$ cat config.mk
export PLATFORM = sky130hd
export DESIGN_NAME = arb_2to1_flat
export DESIGN_NICKNAME = d
export VERILOG_FILES = /design/src/rtl/arb_2to1_pkg.sv /design/src/rtl/arb_2to1_if.sv /design/src/rtl/arb_2to1_calc_redun.sv /design/src/rtl/arb_2to1.sv /design/src/flat_wrapper.sv
export SDC_FILE = /design/constraint.sdc
export NUM_CORES = 1
export LEC_CHECK = 0
export BUFFER_PORTS_ARGS = -buffer_cell sky130_fd_sc_hd__buf_2
export CORE_MARGIN = 2
export CORE_UTILIZATION = 51
export DETAILED_ROUTE_END_ITERATION = 10
export PLACE_DENSITY = 0.79
export SLEW_MARGIN = 25
export SYNTH_ARGS = -nofsm -noshare
export SYNTH_HDL_FRONTEND = slang
export SYNTH_HIERARCHICAL = 1
export SYNTH_SLANG_ARGS = --single-unit
$ cat constraint.sdc
create_clock -name clk -period 2.7 [get_ports clk]
set_input_delay 0.54 -clock clk [delete_from_list [all_inputs] [get_ports clk]]
set_output_delay 0.54 -clock clk [all_outputs]
set_load 0.03 [all_outputs]
$ cat src/rtl/arb_2to1_pkg.sv
// Shared sizes, logic levels and FSM encoding for the 2:1 message arbiter.
package arb_2to1_pkg;

  localparam int NS_ADDRESS_SIZE = 4;
  localparam int NS_DATA_SIZE    = 8;
  localparam int NS_REDUN_SIZE   = 4;

  localparam logic NS_ON  = 1'b1;
  localparam logic NS_OFF = 1'b0;

  typedef enum logic [2:0] {
    IDLE     = 3'd0,
    CHK      = 3'd1,
    SEND     = 3'd2,
    WAIT_OUT = 3'd3,
    ACK_IN   = 3'd4
  } state_t;

endpackage

$ cat src/rtl/arb_2to1_if.sv
// One message channel. Four-phase handshake: the sender raises req with all
// fields stable, the receiver raises ack, the sender drops req, the receiver drops ack.
interface arb_2to1_if
  import arb_2to1_pkg::*;
#(
  parameter int ASZ = NS_ADDRESS_SIZE,
  parameter int DSZ = NS_DATA_SIZE,
  parameter int RSZ = NS_REDUN_SIZE
) ();

  logic [ASZ-1:0] src;
  logic [ASZ-1:0] dst;
  logic [DSZ-1:0] dat;
  logic [RSZ-1:0] red;
  logic           req;
  logic           ack;

  modport master (output src, dst, dat, red, req, input ack);
  modport slave  (input src, dst, dat, red, req, output ack);

endinterface

$ cat src/rtl/arb_2to1_calc_redun.sv
// Redundancy code: bit b is the XOR of every bit of {src,dst,dat} whose index is b modulo RSZ.
module calc_redun
  import arb_2to1_pkg::*;
#(
  parameter int ASZ = NS_ADDRESS_SIZE,
  parameter int DSZ = NS_DATA_SIZE,
  parameter int RSZ = NS_REDUN_SIZE
) (
  input  logic [ASZ-1:0] src,
  input  logic [ASZ-1:0] dst,
  input  logic [DSZ-1:0] dat,
  output logic [RSZ-1:0] red
);

  localparam int W = 2 * ASZ + DSZ;

  logic [W-1:0] flat;
  assign flat = {src, dst, dat};

  always_comb begin
    red = '0;
    for (int b = 0; b < RSZ; b++) begin
      for (int k = b; k < W; k += RSZ) begin
        red[b] = red[b] ^ flat[k];
      end
    end
  end

endmodule

$ cat src/rtl/arb_2to1.sv
// Round-robin 2:1 arbiter: grants one requester, checks its redundancy code,
// forwards good messages on o0 and drops corrupted ones after acknowledging them.
module arb_2to1
  import arb_2to1_pkg::*;
#(
  parameter int ASZ = NS_ADDRESS_SIZE,
  parameter int DSZ = NS_DATA_SIZE,
  parameter int RSZ = NS_REDUN_SIZE
) (
  input  logic        clk,
  input  logic        reset,
  arb_2to1_if.slave   i0,
  arb_2to1_if.slave   i1,
  arb_2to1_if.master  o0,
  output logic [3:0]  dbg_leds,
  output logic [3:0]  dbg_disp0,
  output logic [3:0]  dbg_disp1,
  output state_t      dbg_state
);

  state_t         state_q, state_d;
  logic           gnt_q, gnt_d;
  logic           last_gnt_q, last_gnt_d;
  logic [ASZ-1:0] lat_src_q, lat_src_d, lat_dst_q, lat_dst_d;
  logic [DSZ-1:0] lat_dat_q, lat_dat_d;
  logic [RSZ-1:0] lat_red_q, lat_red_d;
  logic [ASZ-1:0] o_src_q, o_src_d, o_dst_q, o_dst_d;
  logic [DSZ-1:0] o_dat_q, o_dat_d;
  logic [RSZ-1:0] o_red_q, o_red_d;
  logic           o_req_q, o_req_d;
  logic [1:0]     ack_q, ack_d;
  logic [3:0]     cnt0_q, cnt0_d, cnt1_q, cnt1_d;
  logic           err_red_q, err_red_d;
  logic           err_proto_q, err_proto_d;
  logic [RSZ-1:0] calc_red;
  logic           gnt_req;

  calc_redun #(.ASZ(ASZ), .DSZ(DSZ), .RSZ(RSZ)) u_calc_redun (
    .src (lat_src_q),
    .dst (lat_dst_q),
    .dat (lat_dat_q),
    .red (calc_red)
  );

  assign gnt_req = gnt_q ? i1.req : i0.req;

  always_comb begin
    state_d     = state_q;
    gnt_d       = gnt_q;
    last_gnt_d  = last_gnt_q;
    lat_src_d   = lat_src_q;
    lat_dst_d   = lat_dst_q;
    lat_dat_d   = lat_dat_q;
    lat_red_d   = lat_red_q;
    o_src_d     = o_src_q;
    o_dst_d     = o_dst_q;
    o_dat_d     = o_dat_q;
    o_red_d     = o_red_q;
    o_req_d     = o_req_q;
    ack_d       = ack_q;
    cnt0_d      = cnt0_q;
    cnt1_d      = cnt1_q;
    err_red_d   = err_red_q;
    err_proto_d = err_proto_q;
    case (state_q)
      IDLE: begin
        if (o0.ack) err_proto_d = NS_ON;
        if (i0.req || i1.req) begin
          // On a tie the requester that was not served last wins.
          gnt_d     = (i0.req && i1.req) ? ~last_gnt_q : i1.req;
          lat_src_d = gnt_d ? i1.src : i0.src;
          lat_dst_d = gnt_d ? i1.dst : i0.dst;
          lat_dat_d = gnt_d ? i1.dat : i0.dat;
          lat_red_d = gnt_d ? i1.red : i0.red;
          state_d   = CHK;
        end
      end
      CHK: begin
        if (o0.ack) err_proto_d = NS_ON;
        if (calc_red == lat_red_q) begin
          o_src_d = lat_src_q;
          o_dst_d = lat_dst_q;
          o_dat_d = lat_dat_q;
          o_red_d = lat_red_q;
          o_req_d = NS_ON;
          state_d = SEND;
        end else begin
          // Corrupted message: acknowledge the sender but never forward it.
          err_red_d    = NS_ON;
          ack_d[gnt_q] = NS_ON;
          state_d      = ACK_IN;
        end
      end
      SEND: begin
        if (o0.ack) begin
          o_req_d = NS_OFF;
          state_d = WAIT_OUT;
        end
      end
      WAIT_OUT: begin
        if (!o0.ack) begin
          ack_d[gnt_q] = NS_ON;
          if (gnt_q) cnt1_d = cnt1_q + 4'd1;
          else       cnt0_d = cnt0_q + 4'd1;
          state_d = ACK_IN;
        end
      end
      ACK_IN: begin
        if (!gnt_req) begin
          ack_d[gnt_q] = NS_OFF;
          last_gnt_d   = gnt_q;
          state_d      = IDLE;
        end
      end
      default: state_d = IDLE;
    endcase
  end

  always_ff @(posedge clk or posedge reset) begin
    if (reset) begin
      state_q     <= IDLE;
      gnt_q       <= 1'b1;
      last_gnt_q  <= 1'b1;
      lat_src_q   <= '0;
      lat_dst_q   <= '0;
      lat_dat_q   <= '0;
      lat_red_q   <= '0;
      o_src_q     <= '0;
      o_dst_q     <= '0;
      o_dat_q     <= '0;
      o_red_q     <= '0;
      o_req_q     <= NS_OFF;
      ack_q       <= '0;
      cnt0_q      <= '0;
      cnt1_q      <= '0;
      err_red_q   <= NS_OFF;
      err_proto_q <= NS_OFF;
    end else begin
      state_q     <= state_d;
      gnt_q       <= gnt_d;
      last_gnt_q  <= last_gnt_d;
      lat_src_q   <= lat_src_d;
      lat_dst_q   <= lat_dst_d;
      lat_dat_q   <= lat_dat_d;
      lat_red_q   <= lat_red_d;
      o_src_q     <= o_src_d;
      o_dst_q     <= o_dst_d;
      o_dat_q     <= o_dat_d;
      o_red_q     <= o_red_d;
      o_req_q     <= o_req_d;
      ack_q       <= ack_d;
      cnt0_q      <= cnt0_d;
      cnt1_q      <= cnt1_d;
      err_red_q   <= err_red_d;
      err_proto_q <= err_proto_d;
    end
  end

  assign o0.src = o_src_q;
  assign o0.dst = o_dst_q;
  assign o0.dat = o_dat_q;
  assign o0.red = o_red_q;
  assign o0.req = o_req_q;
  assign i0.ack = ack_q[0];
  assign i1.ack = ack_q[1];

  // Outside IDLE gnt_q is the live grant; in IDLE it equals the last grant.
  assign dbg_leds  = {state_q != IDLE, gnt_q, err_proto_q, err_red_q};
  assign dbg_disp0 = cnt0_q;
  assign dbg_disp1 = cnt1_q;
  assign dbg_state = state_q;

endmodule

$ cat src/flat_wrapper.sv
// flat-port wrapper written by rule: the top's interface ports become plain ports
module arb_2to1_flat import arb_2to1_pkg::*;
#(
  parameter int ASZ = NS_ADDRESS_SIZE,
  parameter int DSZ = NS_DATA_SIZE,
  parameter int RSZ = NS_REDUN_SIZE
)
  (clk, reset, dbg_leds, dbg_disp0, dbg_disp1, dbg_state, i0_src, i0_dst, i0_dat, i0_red, i0_req, i0_ack, i1_src, i1_dst, i1_dat, i1_red, i1_req, i1_ack, o0_src, o0_dst, o0_dat, o0_red, o0_req, o0_ack);
  arb_2to1_if #(.ASZ(ASZ), .DSZ(DSZ), .RSZ(RSZ)) i0_i ();
  arb_2to1_if #(.ASZ(ASZ), .DSZ(DSZ), .RSZ(RSZ)) i1_i ();
  arb_2to1_if #(.ASZ(ASZ), .DSZ(DSZ), .RSZ(RSZ)) o0_i ();
  input  logic clk;
  input  logic reset;
  output logic [3:0] dbg_leds;
  output logic [3:0] dbg_disp0;
  output logic [3:0] dbg_disp1;
  output state_t dbg_state;
  input wire logic [$bits(i0_i.src)-1:0] i0_src;
  input wire logic [$bits(i0_i.dst)-1:0] i0_dst;
  input wire logic [$bits(i0_i.dat)-1:0] i0_dat;
  input wire logic [$bits(i0_i.red)-1:0] i0_red;
  input wire logic [$bits(i0_i.req)-1:0] i0_req;
  output wire logic [$bits(i0_i.ack)-1:0] i0_ack;
  input wire logic [$bits(i1_i.src)-1:0] i1_src;
  input wire logic [$bits(i1_i.dst)-1:0] i1_dst;
  input wire logic [$bits(i1_i.dat)-1:0] i1_dat;
  input wire logic [$bits(i1_i.red)-1:0] i1_red;
  input wire logic [$bits(i1_i.req)-1:0] i1_req;
  output wire logic [$bits(i1_i.ack)-1:0] i1_ack;
  output wire logic [$bits(o0_i.src)-1:0] o0_src;
  output wire logic [$bits(o0_i.dst)-1:0] o0_dst;
  output wire logic [$bits(o0_i.dat)-1:0] o0_dat;
  output wire logic [$bits(o0_i.red)-1:0] o0_red;
  output wire logic [$bits(o0_i.req)-1:0] o0_req;
  input wire logic [$bits(o0_i.ack)-1:0] o0_ack;
  assign i0_i.src = i0_src;
  assign i0_i.dst = i0_dst;
  assign i0_i.dat = i0_dat;
  assign i0_i.red = i0_red;
  assign i0_i.req = i0_req;
  assign i0_ack = i0_i.ack;
  assign i1_i.src = i1_src;
  assign i1_i.dst = i1_dst;
  assign i1_i.dat = i1_dat;
  assign i1_i.red = i1_red;
  assign i1_i.req = i1_req;
  assign i1_ack = i1_i.ack;
  assign o0_src = o0_i.src;
  assign o0_dst = o0_i.dst;
  assign o0_dat = o0_i.dat;
  assign o0_red = o0_i.red;
  assign o0_req = o0_i.req;
  assign o0_i.ack = o0_ack;
  arb_2to1 #(.ASZ(ASZ), .DSZ(DSZ), .RSZ(RSZ)) u_core (.clk(clk), .reset(reset), .i0(i0_i), .i1(i1_i), .o0(o0_i), .dbg_leds(dbg_leds), .dbg_disp0(dbg_disp0), .dbg_disp1(dbg_disp1), .dbg_state(dbg_state));
endmodule
* Word-level counts from Yosys, hierarchy flattened
Cells that the tools add are included.
W data, S select, Z words.
** Cells by class
- Multiplexer cells :: 21
- Add/sub/neg operators :: 2
- Bitwise operators :: 20
- Order comparisons :: 2
- Reduce and logical (&&, ||, !) cells :: 18
- Eq/ne operators :: 11
** Operator list (number)
- $mux W3 :: 5
- $pmux W3 S5 :: 1
- $mux W4 :: 3
- $xor A1 B1 Y1 :: 12
- $reduce_and A2 Y1 :: 5
- $reduce_and A3 Y1 :: 3
- $add A4 B1 Y4 const B :: 2
- $mux W8 :: 1
- $ne A2 B2 Y1 const B :: 4
- $reduce_and A4 Y1 :: 2
- $eq A3 B2 Y1 const B :: 2
- $mux W2 :: 3
- $pmux W2 S3 :: 1
- $reduce_bool A3 Y1 :: 2
- $mux W1 :: 5
- $not A1 Y1 :: 5
- $eq A4 B4 Y1 :: 1
- $ne A2 B1 Y1 const B :: 2
- $eq A3 B1 Y1 const B :: 1
- $eq A3 B3 Y1 const B :: 1
- $logic_not A3 Y1 :: 1
- $and A2 B2 Y2 :: 1
- $logic_and A1 B1 Y1 :: 2
- $lt A1 B2 Y1 const B :: 1
- 8 further kinds :: 8
** Storage, ports and cells
- Register bits :: 58
- Input bits :: 45
- Logic and storage cells :: 91

* Logic depth before layout (Yosys ltp)
Gate-level depths: netlist of the first run.
- Depth after elaboration :: 8
- Depth in mapped cells :: 7

* Hierarchy
Netlist of the first run, hierarchy kept.
** Modules (own cells, without submodules)
- arb_2to1 :: area an instance 2648.8 um^2, cells each 216, instances 1, sequential area each 1453.9 um^2
- calc_redun :: area an instance 105.1 um^2, cells each 12, instances 1, sequential area each 0.0 um^2

* Worst setup path after synthesis of the first run
No wires, ideal clock.
- Path type :: reg2reg
- From :: reg u_core.lat_dst_q[1]
- To :: reg u_core.o_dat_q[1] (netlist: u_core/o0.dat[1])
- Stages on the path, launching flop included :: 8
- Path buffers :: 1
- Setup time :: 0.125 ns
- Data required time :: 2.575 ns
- Slack :: 0.797 ns
- Arrival time :: 1.778 ns
- Period minus slack after synthesis :: 1.903 ns
- Cells stage by stage :: dfrtp_1 > xor2_1 > xnor2_1 > xor2_1 > nor4_4 > nand2_2 > buf_6 > mux2_4
** On the way
- Cells in the longest elaborated chain, start to end :: 4
** Ends and longest elaborated chain
- start: declaration :: RTL line arb_2to1.sv:24 : logic [ASZ-1:0] lat_src_q, lat_src_d, lat_dst_q, lat_dst_d;
- start signal: assignment :: RTL line arb_2to1.sv:143 : lat_dst_q <= lat_dst_d;
- $xor A1 B1 Y1 (2 in series) :: RTL line arb_2to1_calc_redun.sv:24 : red[b] = red[b] ^ flat[k];
- via u_core.calc_red[1] :: RTL line arb_2to1.sv:35 : logic [RSZ-1:0] calc_red;
- $eq A4 B4 Y1 :: RTL line arb_2to1.sv:80 : if (calc_red == lat_red_q) begin
- $reduce_and A2 Y1 (no source line)
- end signal: assignment :: RTL line arb_2to1.sv:148 : o_dat_q <= o_dat_d;
- end: declaration :: RTL line arb_2to1.sv:28 : logic [DSZ-1:0] o_dat_q, o_dat_d;
The timed path passes the listed nets, and every way through them passes these cells.
A chain may end at the register's enable or synchronous reset.

* Final worst setup path of the first run
- From :: reg u_core.lat_dst_q[1]
- To :: reg u_core.o_red_q[2] (netlist: u_core/o0.red[2])
** On the way
- Cells in the longest elaborated chain, start to end :: 4
** Ends and longest elaborated chain
- $xor A1 B1 Y1 (2 in series) :: RTL line arb_2to1_calc_redun.sv:24
- via u_core.calc_red[1] :: RTL line arb_2to1.sv:35
- $eq A4 B4 Y1 :: RTL line arb_2to1.sv:80
- $reduce_and A2 Y1 (no source line)
- end signal: assignment :: RTL line arb_2to1.sv:149 : o_red_q <= o_red_d;
- end: declaration :: RTL line arb_2to1.sv:29 : logic [RSZ-1:0] o_red_q, o_red_d;
The timed path passes the listed nets, and every way through them passes these cells.

==> metrics.txt, run 1 <==
sequential element share of the synthesized area 52.79%; number of iterations in the first detailed-routing pass 4; Fin. Hold Viols 0; global placer's final weighted congestion 0.7725; via count of the first global-routing pass 1928; power consumption 4.306 mW; Remaining DRCs 0; most instantiated library cell after synthesis dfrtp_1; clock latency on the worst-skew pair 330 ps; Max Root-Sink Buffers 2; count of flip-flops with a built-in enable after synthesis 0; Ant. Diodes 0; leftover overflow at the end of global routing 0; highest attainable clock frequency 492.3 MHz; area share of the largest cell type after synthesis 50.89%; Hold Crit Class primary input to async pin; Setup crit end kind flop; Unique masters post-synth 37; number of filler cells placed in the layout 415; kind of start point of the critical path flop; Die Span Y 77.49 microns; number of cells produced by synthesis 228; Most Frequent Cell on Critical Path xor2_1; critical-path cell list xor2_1, xnor2_1, xor2_1, nor4_4, nand2_2, buf_4, mux2_4; worst IR drop on VDD 0.8885 mV; Worst Tran Pin Value 671.9 ps; Post-synth top flop dfrtp_1; Initial DRC Count 58; Worst Setup Path Type flop to flop; Layout Cells excl Fill 388; Post-Syn Area per Cell 12.08 sq um; hold-fix buffers at CTS 0; storage element area 0.001454 sq mm; Leakage 1.742 nW; post-synthesis net count 275; I/O pins 83; layout cells sized above 1 41.19%; htree depth 3; post-layout worst setup margin 668.5 ps; Routed Antenna Nets 0; number of sinks on the clock net 58; hpwl dp 3.966 mm; share of synthesized registers carrying an async set or reset 100.0%; Yosys warnings 6; Arrival @ worst endpoint 2250 ps; wire length of the first global-routing pass 8.963 mm; Post CTS Setup Buffer Count 0; TritonCTS Buffers 9; Wirelength per Cell 14.30 microns; Vias per Instance 5.064; Core Area 0.005172 sq mm; outcome complete, no violations; required time of the critical path 2920 ps; post-synthesis instance area 0.002754 sq mm; CP max stage delay 400 ps; final setup violation count 0; number of buffers added on ports 82; total routed wirelength 5.547 mm; total placed cells including tap cells 372; clock skew after layout 8.428 ps; CTS resizes 0; die extent in x 77.49 microns; Max-Cap Viols 0; min Tclk post-route 2031 ps; power per standard cell area 1265 mW/mm^2; DP Worst Slack 646.3 ps; Area Growth Syn to Fin 23.58%; post-route worst hold slack 301.6 ps; pin count of the biggest net entering global routing 42; area used by multi-input combinational logic 0.001205 sq mm; Net count, final 360; routed via count 1965; post-synthesis register bit count 58; register-to-register path setup slack 670 ps; CTS tree built; root cell of the clock tree clkbuf_8; effective utilization at floorplan 53.24%; max-slew violation total from the final report 0; most instantiated cells after synthesis dfrtp_1 (56), nand2_1 (25), mux2i_1 (21); clock transition time at the flip-flop clock pins of the worst setup and hold paths 70 ps; initial antenna violation count 0; critical path fanouts, max 11; Max-Slew Margin vs Limit 55.14%; post-synth top area cell dfrtp_1; Overall Global Routing Usage 19.65%; unrepaired setup endpoints after global routing false; Period Utilization, post-route 75.24%; Rows 26; Die Footprint 0.006004 sq mm; Sum Neg Setup Slack 0 ps; largest cells by area after synthesis dfrtp_1 (51%), mux2_4 (9.8%), mux2i_1 (7.6%); cell with the largest stage delay on the worst path dfrtp_1
[placed cells by master, fill, tap and decap left out, drive strengths merged]
master,synthesis,final
a21boi,1,1
a21oi,5,5
a2bb2oi,1,1
a31o,2,2
a32o,1,1
a41oi,1,1
and3,1,1
buf,12,88
clkbuf,2,14
clkinv,0,2
dfrtp,56,56
dfstp,2,2
ha,2,2
inv,5,5
mux2,23,23
mux2i,21,21
nand2,26,26
nand2b,1,1
nand3,3,3
nand3b,1,1
nand4,1,1
nor2,4,4
nor3,2,2
nor4,1,1
o21ai,25,25
o31a,1,1
or2,2,2
or3,3,3
or3b,1,1
xnor2,13,13
xor2,9,9
[cell families (layout without fill, tap and decap cells)]
kind of cell,after synthesis,after routing,share of synthesized area [%]
simple gates,46,46,8.269
buf+inv,19,109,3.862
fa+ha+maj,2,2,0.9085
mux,44,44,19.49
compound gates,37,37,7.679
xor+xnor,22,22,6.997
flops,58,58,52.79
[through the flow]
step           util (%)  area, sq um
2_1_floorplan         -         2754
3_3_place_gp      62.26         3221
3_5_place_dp      62.26         3221
4_1_cts           65.80         3403
5_1_grt           65.80         3403
6_report          65.80         3403
[final timing paths]
check | from | end | cells past startpoint
max | u_core/lat_dst_q[1]$_DFFE_PP0P_ | u_core/o0.red[2]$_DFFE_PP0P_ | 7
min | reset | u_core/lat_src_q[2]$_DFFE_PP0P_ | 2
max reg2reg | u_core/lat_dst_q[1]$_DFFE_PP0P_ | u_core/o0.red[2]$_DFFE_PP0P_ | 7
min reg2reg | u_core/err_red_q$_DFFE_PP0P_ | u_core/err_red_q$_DFFE_PP0P_ | 1
max in group asynchronous | reset | u_core/lat_dat_q[2]$_DFFE_PP0P_ | 3
min in group clk | u_core/err_red_q$_DFFE_PP0P_ | u_core/err_red_q$_DFFE_PP0P_ | 1
[sequential cells by signal, summed over array words and instances, names as in the netlist, 3 cells and up, named ones only]
name and flops:
u_core/o0.src 4, u_core/o0.red 4, u_core/lat_src_q 4, u_core/lat_red_q 4
u_core/o0.dat 8, u_core/dbg_disp1 4, u_core/lat_dat_q 8, u_core/lat_dst_q 4
u_core/dbg_disp0 4, u_core/o0.dst 4, u_core/dbg_state 3
[report_power, final]
group          leakage [nW]  switching, mW  internal (mW)
logic                 0.923           1.16          0.861
clock network        0.0965          0.330          0.406
registers             0.723          0.325           1.22
total                  1.74           1.82           2.49
[cell type report]
cell class,instances,area share [%]
flip-flops and latches,58,42.72
multi-input cells,151,35.40
repair buffers,88,13.38
clock buffers,14,5.074
well taps,70,2.574
inverters,5,0.5515
clock inverters,2,0.2941
[critical path: cells and delay by family (launching register included)]
family,cells,cell delay [ps]
mux,1,320
xor+xnor,3,510
buf+inv,1,210
flops,1,400
simple gates,2,460
[routing by layer]
metal	global-route usage, %	vias to the layer above	routed length [microns]
li1	-	957	-
met1	24.56	934	2506
met2	31.83	63	2615
met3	4.651	11	346
met4	10.18	0	78
met5	0	-	0
Note: power is estimated with default switching activity, not from simulation.
==> inputs of run 2 (changes only) <==
Clock period 2.7 ns to 1.9 ns, I/O delays scaled along.
==> run 2 against run 1 <==
Effect of this change:
- the flow now finishes with violations (negative setup slack)
- cell area is 6.4% higher
- flip-flop and latch count unchanged
- critical path type unchanged
- die area is the same
- clock power grew 40%
- core utilization increased by 4.2 points
- critical path depth did not move
- sequential share of layout area decreased by 2.5 points
- fmax is 1.4% higher
- routed wire length up 4.0%
- largest power group unchanged
==> metrics.txt, run 2 (same netlist as run 1, synthesis figures left out) <==
leading cell type in the layout, fill and taps excluded buf_2; Wirelength per Cell 14.21 microns; wire length of the first global-routing pass 9.390 mm; Net count, final 378; Area Growth Syn to Fin 31.53%; Worst Tran Pin Value 373.3 ps; Sum Neg Setup Slack -1658 ps; outcome finished with violations; startpoint of the worst-slack reg-to-reg timing path u_core/lat_dat_q[5]$_DFFE_PP0P_; critical-path cell list xnor2_2, xnor2_1, xor2_1, nor4_4, nand2_2, buf_12, mux2_4; Arrival @ worst endpoint 2210 ps; hpwl dp 4.129 mm; clock network fraction of total power 15.6%; Die Footprint 0.006004 sq mm; switching power 2.724 mW; Hold Crit Class primary input to async pin; cell-internal power 3.884 mW; power per standard cell area 1824 mW/mm^2; max-slew violation total from the final report 0; htree depth 3; number of iterations in the first detailed-routing pass 4; clock latency on the worst-skew pair 330 ps; utilization after layout 70.03%; Rows 26; global placer's final weighted congestion 0.8451; Vias per Instance 5.076; Worst Setup Path Type flop to flop; register-to-register path setup slack -100 ps; Max-Cap Viols 0; Reg power frac 32.7%; TritonCTS Buffers 9; kind of start point of the critical path flop; critical path fanouts, max 12; layout cells sized above 1 46.43%; clock transition time at the flip-flop clock pins of the worst setup and hold paths 60 ps; post-route worst hold slack 86.42 ps; routed via count 2061; Core Area 0.005172 sq mm; CP max stage delay 430 ps; effective utilization at floorplan 53.24%; I/O pins 83; root cell of the clock tree clkbuf_8; Max-Slew Margin vs Limit 75.11%; total buffers and inverters traversed by the critical path 1; unrepaired setup endpoints after global routing true; R2R cell count 7; worst IR drop on VDD 0.8694 mV; Routed Antenna Nets 0; pin count of the biggest net entering global routing 59; Remaining DRCs 0; final setup violation count 20; DP Worst Slack -98.32 ps; Fin. Hold Viols 0; Ant. Diodes 0; via count of the first global-routing pass 2032; endpoint of the worst-slack reg-to-reg timing path u_core/o0.dat[4]$_DFFE_PP0P_; Initial DRC Count 102; number of sinks on the clock net 58; hold-fix buffers at CTS 0; min Tclk post-route 2003 ps; Overall Global Routing Usage 20.46%; CTS tree built; Gate power share 51.7%; cell with the largest stage delay on the worst path dfrtp_1; Max Root-Sink Buffers 2; violated checks negative setup slack; post-route cell area 0.003622 sq mm; most used cells in the layout excluding fill and tap cells buf_2 (82), dfrtp_1 (55), nand2_1 (25); Post-DP Area 0.003363 sq mm; Period Utilization, post-route 105.4%; switching share of power 41.22%; Leakage 1.874 nW; Die Span Y 77.49 microns; total routed wirelength 5.769 mm; initial antenna violation count 0; cell family contributing the most delay on the critical path XOR/XNOR gates; leftover overflow at the end of global routing 0; required time of the critical path 2110 ps; highest attainable clock frequency 499.3 MHz; die extent in x 77.49 microns; post-layout worst setup margin -102.6 ps; Setup crit end kind flop; clock skew after layout 5.366 ps; number of buffers added on ports 82
## run 2: worst max-delay path by stage
stage,startpoint,end,slack (ps),cells after the start
2_1_floorplan,u_core/lat_src_q[2]$_DFFE_PP0P_,u_core/o0.dat[1]$_DFFE_PP0P_,0.7,7
3_3_place_gp,u_core/lat_src_q[2]$_DFFE_PP0P_,u_core/o0.src[3]$_DFFE_PP0P_,-40,7
3_5_place_dp,u_core/lat_src_q[2]$_DFFE_PP0P_,u_core/o0.red[2]$_DFFE_PP0P_,-100,7
4_1_cts,u_core/lat_src_q[1]$_DFFE_PP0P_,u_core/o0.red[2]$_DFFE_PP0P_,-100,7
5_1_grt,u_core/lat_dat_q[5]$_DFFE_PP0P_,u_core/o0.dat[4]$_DFFE_PP0P_,-190,7
6_report,u_core/lat_dat_q[5]$_DFFE_PP0P_,u_core/o0.dat[4]$_DFFE_PP0P_,-100,7
## run 2: cell type report
| cell class | instances | area (sq um) |
|---|---|---|
| fill | 402 | 1550 |
| sequential | 58 | 1455 |
| multi-input combinational | 151 | 1242 |
| timing repair buffer | 106 | 635.6 |
| clock buffer | 14 | 172.7 |
| tap | 70 | 87.58 |
| inverter | 5 | 18.77 |
| clock inverter | 2 | 10.01 |
## run 2: power groups by stage
stage / sequential [mW] / combinational [mW] / clock, mW
floorplan: 2.55 / 1.91 / 0
detailed placement: 2.16 / 3.24 / 0
finish: 2.16 / 3.41 / 1.03
CTS: 2.16 / 3.32 / 1.05
global placement: 2.15 / 3.15 / 0
global route: 2.24 / 3.68 / 1.11
## run 2: routing by layer
metal	part of all wire, %	track usage [%]	vias up	wire length (microns)
met5	0	0	-	0
met4	1.9	10.00	0	110
met3	6.8	4.767	13	392
met2	50	34.17	88	2864
met1	42	24.98	971	2401
li1	-	-	989	-
## run 2: worst register-to-register path, stage by stage (launching register included)
cell and delay (ps):
dfrtp_1 430, xnor2_2 160, xnor2_1 130, xor2_1 190, nor4_4 330, nand2_2 150
buf_12 190, mux2_4 300
## run 2: timing repair
item                       4_1_cts  5_1_grt
pin swaps                        6        5
buffers inserted                 1        3
hold endpoints to repair         0        0
gates resized for setup          5        4
setup endpoints to repair       21       22
## run 2: stage by stage
| step | instances | total power [mW] |
|---|---|---|
| final | 406 | 6.607 |
| after CTS | 403 | 6.532 |
| after global placement | 386 | 5.296 |
| after detailed placement | 386 | 5.406 |
| after global routing | 406 | 7.038 |
| after floorplan | 228 | 4.463 |
==> inputs of run 3 (changes only) <==
Settings changed: CORE_UTILIZATION 51 to 53, CTS_BUF_LIST set to sky130_fd_sc_hd__clkbuf_4 sky130_fd_sc_hd__clkbuf_8, PLACE_DENSITY 0.79 to 0.82.
==> run 3 against run 2 <==
Effect of this change:
- the flow still finishes with violations (negative setup slack)
- flip-flop and latch count stayed put
- register-to-register slack better by 20 ps
- power is 1.6% lower
- routed wire length is 4.1% lower
- fmax is 1.1% higher
- critical path depth stayed put
- core utilization is 0.78 points higher
- non-clock buffer count is 3 lower
- critical path type unchanged
- largest power group unchanged
- highest routed layer unchanged
==> metrics.txt, run 3 (same netlist as run 1, synthesis figures left out) <==
cell-internal power 3.821 mW; number of buffers added on ports 82; Leakage 1.857 nW; die extent in x 76.09 microns; min Tclk post-route 1980 ps; leftover overflow at the end of global routing 0; number of iterations in the first detailed-routing pass 4; post-layout worst setup margin -79.88 ps; number of sinks on the clock net 58; switching power 2.683 mW; Fin. Hold Viols 0; Post-DP Area 0.003368 sq mm; required time of the critical path 2120 ps; Initial DRC Count 113; clock skew after layout 4.873 ps; outcome finished with violations; pin count of the biggest net entering global routing 59; Worst Setup Path Type flop to flop; Period Utilization, post-route 104.2%; layout cells sized above 1 46.25%; kind of start point of the critical path flop; Hold Crit Class primary input to async pin; via count of the first global-routing pass 1901; CTS tree built; wire length of the first global-routing pass 9.156 mm; Gate power share 51.5%; leading cell type in the layout, fill and taps excluded buf_2; Net count, final 375; switching share of power 41.25%; clock latency on the worst-skew pair 330 ps; hold-fix buffers at CTS 0; max-slew violation total from the final report 0; highest attainable clock frequency 505.1 MHz; Reg power frac 33.2%; clock network fraction of total power 15.3%; I/O pins 83; Max-Cap Viols 0; TritonCTS Buffers 9; number of filler cells placed in the layout 393; violated checks negative setup slack; post-route cell area 0.003593 sq mm; Overall Global Routing Usage 20.60%; root cell of the clock tree clkbuf_8; Die Span Y 76.09 microns; critical path fanouts, max 13; worst IR drop on VDD 0.9909 mV; hpwl dp 3.941 mm; total routed wirelength 5.535 mm; Die Footprint 0.005789 sq mm; Wirelength per Cell 13.73 microns; Area Growth Syn to Fin 30.49%; Arrival @ worst endpoint 2200 ps; most used cells in the layout excluding fill and tap cells buf_2 (82), dfrtp_1 (56), nand2_1 (25); Max-Slew Margin vs Limit 75.36%; Rows 26; Sum Neg Setup Slack -1326 ps; Ant. Diodes 0; htree depth 3; Vias per Instance 5.002; Setup crit end kind flop; global placer's final weighted congestion 0.8995; Worst Tran Pin Value 369.5 ps; storage element area 0.001454 sq mm; Routed Antenna Nets 0; Core Area 0.005075 sq mm; Remaining DRCs 0; unrepaired setup endpoints after global routing true; initial antenna violation count 0; clock transition time at the flip-flop clock pins of the worst setup and hold paths 60 ps; power per standard cell area 1810 mW/mm^2; final setup violation count 20; Max Root-Sink Buffers 2; area used by multi-input combinational logic 0.001240 sq mm; routed via count 2016; effective utilization at floorplan 54.27%
[run 3: metrics by stage]
step	setup WS, ps	utilization (%)	power (mW)	hold slack (ps)	instances
2_1_floorplan	0.6721	-	4.463	434.8	228
6_report	-79.88	70.81	6.504	83.21	403
4_1_cts	-54.57	70.27	6.496	85.68	402
3_5_place_dp	-54.40	66.37	5.411	450.9	385
5_1_grt	-176.1	70.81	6.927	114.4	403
3_3_place_gp	-17.81	66.37	5.292	445.5	385
[run 3: path summary, 6_finish.rpt]
path | from | depth (start not counted) | slack (ps) | end
setup / recovery | u_core/lat_dat_q[2]$_DFFE_PP0P_ | 7 | -80 | u_core/o0.dat[5]$_DFFE_PP0P_
hold / removal | reset | 3 | 80 | u_core/dbg_disp0[3]$_DFFE_PP0P_
setup reg to reg | u_core/lat_dat_q[2]$_DFFE_PP0P_ | 7 | -80 | u_core/o0.dat[5]$_DFFE_PP0P_
hold reg to reg | u_core/dbg_disp1[3]$_DFFE_PP0P_ | 1 | 460 | u_core/dbg_disp1[3]$_DFFE_PP0P_
max in group asynchronous | reset | 3 | 1500 | u_core/last_gnt_q$_DFFE_PP1P_
min in group clk | i0_dat[6] | 3 | 320 | u_core/lat_dat_q[6]$_DFFE_PP0P_
[run 3: per-layer routing]
layer | part of all wire (%) | vias up | global-route usage, %
met2 | 47 | 83 | 31.07
met1 | 46 | 944 | 27.78
met5 | 0 | - | 0
met4 | 1.4 | 0 | 8.727
met3 | 6.5 | 8 | 6.398
li1 | - | 981 | -
[run 3: timing repair]
| action | in CTS | in global routing |
|---|---|---|
| buffers inserted | 1 | 1 |
| endpoints found under the setup margin | 20 | 25 |
| pin swaps | 1 | 2 |
| gates resized for setup | 3 | 3 |
[run 3: area by class of cell]
type / count / share of cell area, %
inverter: 5 / 0.5223
multi-input combinational: 151 / 34.51
clock buffer: 13 / 4.457
clock inverter: 3 / 0.4178
sequential: 58 / 40.46
timing repair buffer: 103 / 17.20
tap: 70 / 2.437
[run 3: critical path: stages, from the launching register on]
cell	delay, ps
dfrtp_1	410
xnor2_1	200
xnor2_1	110
xor2_1	170
nor4_4	330
nand2_2	140
buf_12	190
mux2_4	300
[run 3: power groups by stage]
stage / clock, mW / sequential [mW] / combinational, mW
6_report: 0.995 / 2.16 / 3.35
5_1_grt: 1.09 / 2.23 / 3.61
4_1_cts: 1.03 / 2.15 / 3.32
3_5_place_dp: 0 / 2.15 / 3.26
3_3_place_gp: 0 / 2.14 / 3.16
2_1_floorplan: 0 / 2.55 / 1.91
